## config.mk

```make
export PLATFORM = sky130hd
export DESIGN_NAME = generic_dpram_sc
export DESIGN_NICKNAME = d
export VERILOG_FILES = /design/src/rtl/generic_dpram_sc.sv
export SDC_FILE = /design/constraint.sdc
export NUM_CORES = 2
export LEC_CHECK = 0
export ABC_CLOCK_PERIOD_IN_PS = 3300
export BUFFER_PORTS_ARGS = -buffer_cell sky130_fd_sc_hd__buf_2
export CORE_MARGIN = 4
export CORE_UTILIZATION = 56
export DETAILED_ROUTE_END_ITERATION = 16
export GPL_TIMING_DRIVEN = 1
export PLACE_DENSITY = 0.71
export SETUP_SLACK_MARGIN = 0.05
export SLEW_MARGIN = 30
export SYNTH_ARGS = -nofsm -noshare
export SYNTH_HDL_FRONTEND = slang
export SYNTH_SLANG_ARGS = --single-unit
export TNS_END_PERCENT = 30
```

## constraint.sdc

```tcl
create_clock -name clk -period 3.3 [get_ports clk]
set_input_delay 0.165 -clock clk [delete_from_list [all_inputs] [get_ports clk]]
set_output_delay 0.165 -clock clk [all_outputs]
set_load 0.01 [all_outputs]
```

## src/rtl/generic_dpram_sc.sv

```systemverilog
// Single-clock simple dual-port RAM: one write port, one read port, 2^aw x dw.
// The read address is registered and the array is read combinationally, so writes are visible on dout in the same cycle they land (write-first).
module generic_dpram_sc #(
  parameter int aw = 8,
  parameter int dw = 8
) (
  input  logic          clk,
  input  logic          rst,
  input  logic          rce,
  input  logic          oe,
  input  logic [aw-1:0] raddr,
  output logic [dw-1:0] dout,
  input  logic          wce,
  input  logic          we,
  input  logic [aw-1:0] waddr,
  input  logic [dw-1:0] di
);

  localparam int depth = 1 << aw;

  // Contents are deliberately not reset; never-written words read X.
  logic [dw-1:0] mem [0:depth-1];
  logic [aw-1:0] ra_reg;

  always_ff @(posedge clk) begin
    if (!rst && wce && we) begin
      mem[waddr] <= di;
    end
  end

  always_ff @(posedge clk) begin
    if (rst) begin
      ra_reg <= '0;
    end else if (rce) begin
      ra_reg <= raddr;
    end
  end

  // Reading through the registered address keeps dout tracking writes to ra_reg.
  assign dout = oe ? mem[ra_reg] : '0;

endmodule

```

==> results.txt <==
top cell type by total area after synthesis: edfxtp_1
crit-path most repeated cell: buf_16
endpoint class of the critical path: primary output
TNS Setup: -5040 ps
min Tclk post-route: 4040 ps
Worst VDD drop: 0.568 mV
Max Freq: 248 MHz
gr ovfl total: 0
Mapped Cells: 4028
sequential fraction of the synthesis area: 76.9%
Compound-Gate Fraction of Synth Area: 3.61%
Crit path arrival time: 3880 ps
CTS Buffer Depth: 3
ranking of synthesized cells by area: edfxtp_1 (77%), mux4_2 (10%), mux2i_1 (4.0%)
R2R Setup Slk: 1790 ps
commonest non-fill, non-tap cell in the layout: edfxtp_1
mean post-synth cell area: 20.0 um2
Netlist cell types: 60
# IOs: 38
Post-Synth Simple-Gate Area: 3.31%
CTS buffer count: 198
max reg flops: 2048
Slew Viols, Final: 0
Max Fanout on Critical Path: 6
most frequent cells in the layout: edfxtp_1 (2048), buf_4 (479), mux4_2 (360)
largest stage delay on the critical path: 520 ps
Worst-Margin Slew: 867 ps
Clk Latency, worst-skew pair: 830 ps
Placed Instances: 6226
#FFs+latches synth: 2064
# port buffers: 37
clock root cell: clkbuf_16
Final Hold Viols: 0
starting density of the core: 56.6%
Post-Synth XOR/XNOR Area: 0%
Clock transition at path regs: 60 ps
RSZ-0062 raised after global routing: true
Worst EP required: 3130 ps
die area: 150000 um2
vias in the first global route: 43945
GRT Util Overall: 29.4%
fillers: 8807
Slew Limit Headroom: 42.0%
slowest cell on the critical path: nand4b_1
PD cells: 569 nW/um2
Worst Hold Class: input port to flop
number of clock sinks: 2064
Setup WS post-layout: -740 ps
mux contribution to synthesized area: 14.3%
number of placement rows: 138
H-tree levels: 4
P_leak: 30.3 nW
via count: 44661
vias per inst: 6.64
type of the worst setup path: flop to primary output
Yosys warnings: 0
CP Cell Sequence: buf_8 -> buf_16 -> buf_12 -> buf_16 -> mux4_2 -> nand2_1 -> a31oi_1 -> nand4_1 -> nand4b_1 -> o41ai_4 -> buf_4 -> buf_6
failing checks: negative setup slack
Initial DRT Pass Iterations: 6
Clock Skew: 8.50 ps
die width: 387 um
Placement Setup Slack: -485 ps
largest family of logic cells by synthesized area: multiplexers
RePlAce Congestion: 0.916
final instance area: 95300 um2
Synth top area share: 76.5%
Avg WL per Cell: 33.0 um
Synth Flop Type: edfxtp_1
Max Cap Viol: 0
DRT iter0 DRCs: 6048
Final setup viols: 8
Pwr Total: 54.2 mW
DRT antenna net count: 0
period utilisation layout: 122%
CP top delay family: simple AND/OR/NAND/NOR gates
DRC Markers: 0
layout cells sized above 1: 29.7%
initial antenna violation count: 8
layout overhead on the synthesized area: 18.6%
Post-synth EDFFs: 2048
Async SR Flop Fraction: 0%
status: finished, violations left
critical path buffer and inverter count: 6
total core area: 142000 um2
Net count, final: 4695
placed inst area: 86100 um2
Synth Area in Adders: 0%
Die Height: 387 um
WL final: 222 mm
syn_nets: 4058
pin count of the biggest net entering global routing: 121
first-pass GRT wire length: 317 mm
Final Non-Filler Cells: 6728
Worst setup SP type: flop
CTS tree: yes
post-synthesis cell area: 80400 um2
hpwl dp: 134 mm
==> cell type report <==
class / instances / area (um2) / share of cell area [%]
flip-flops and latches: 2064 / 61800 / 64.9
multi-input cells: 1719 / 17900 / 18.7
repair buffers: 680 / 7060 / 7.40
clock buffers: 254 / 5230 / 5.49
well taps: 1890 / 2360 / 2.48
clock inverters: 110 / 931 / 0.977
diodes: 9 / 22.5 / 0.0236
inverters: 2 / 11.3 / 0.0118
==> power by group <==
| part | leakage [nW] | internal, mW | switching, mW |
|---|---|---|---|
| sequential | 18.5 | 28.8 | 0.0213 |
| clock | 3.01 | 12.1 | 9.69 |
| combinational | 8.71 | 1.44 | 2.16 |
| total | 30.3 | 42.3 | 11.9 |
==> Yosys cell counts, types with 4 or more instances <==
cell      count
o22ai_1      82
nand4_1      13
dfxtp_1      16
nor3_1       47
a21oi_1      73
mux4_1        6
buf_8        15
buf_1        11
nor2b_1       9
and2_1        5
o31ai_1       4
and3_1       10
nand2_1     149
nor2_1      296
buf_6        39
buf_2        60
edfxtp_1   2048
a22oi_1      45
buf_4        13
clkbuf_1    103
nor4_1       14
nand3_1      33
o21ai_0      46
mux2i_1     323
a31oi_1      16
or3_1        10
nand3b_1      4
a211oi_1     35
o221ai_1     92
mux4_2      357
o211ai_1      4
==> worst register-to-register path, stage by stage (launching register included) <==
cell	delay, ps
dfxtp_1	310
mux2i_1	60
dlygate4sd3_1	560
nor2_1	420
==> routing by layer <==
layer / GRT usage [%] / wire length [um]
met4: 13.2 / 11600
met1: 40.5 / 79400
met3: 7.77 / 28200
met5: 0 / 9
met2: 44.8 / 103000
==> stage by stage <==
stage | hold WS (ps) | util [%]
floorplan | 264 | -
global placement | 513 | 60.6
detailed placement | 549 | 60.6
CTS | 8.75 | 66.5
global route | 50.0 | 67.1
finish | 17.4 | 67.1
==> path summary, 6_finish.rpt <==
path / endpoint / cells after the start / from
min reg2reg: ra_reg[7] / 3 / ra_reg[7]
min: mem[254][5] / 1 / di[5]
max reg2reg: flop / 3 / ra_reg[1]
max: dout[0] / 12 / flop
==> what timing repair did <==
item,4_1_cts,5_1_grt
setup endpoints to repair,8,8
buffers inserted,58,21
gates cloned,24,3
pin swaps,23,46
endpoints found under the hold margin,253,26
resized for setup,149,99
hold buffers,22,1
==> kinds of logic after synthesis <==
family | after synthesis
and+or+nand+nor | 611
buffers and inverters | 245
AOI/OAI and AO/OA | 420
DFF | 2064
muxes | 688
Note: power is estimated with default switching activity, not from simulation.
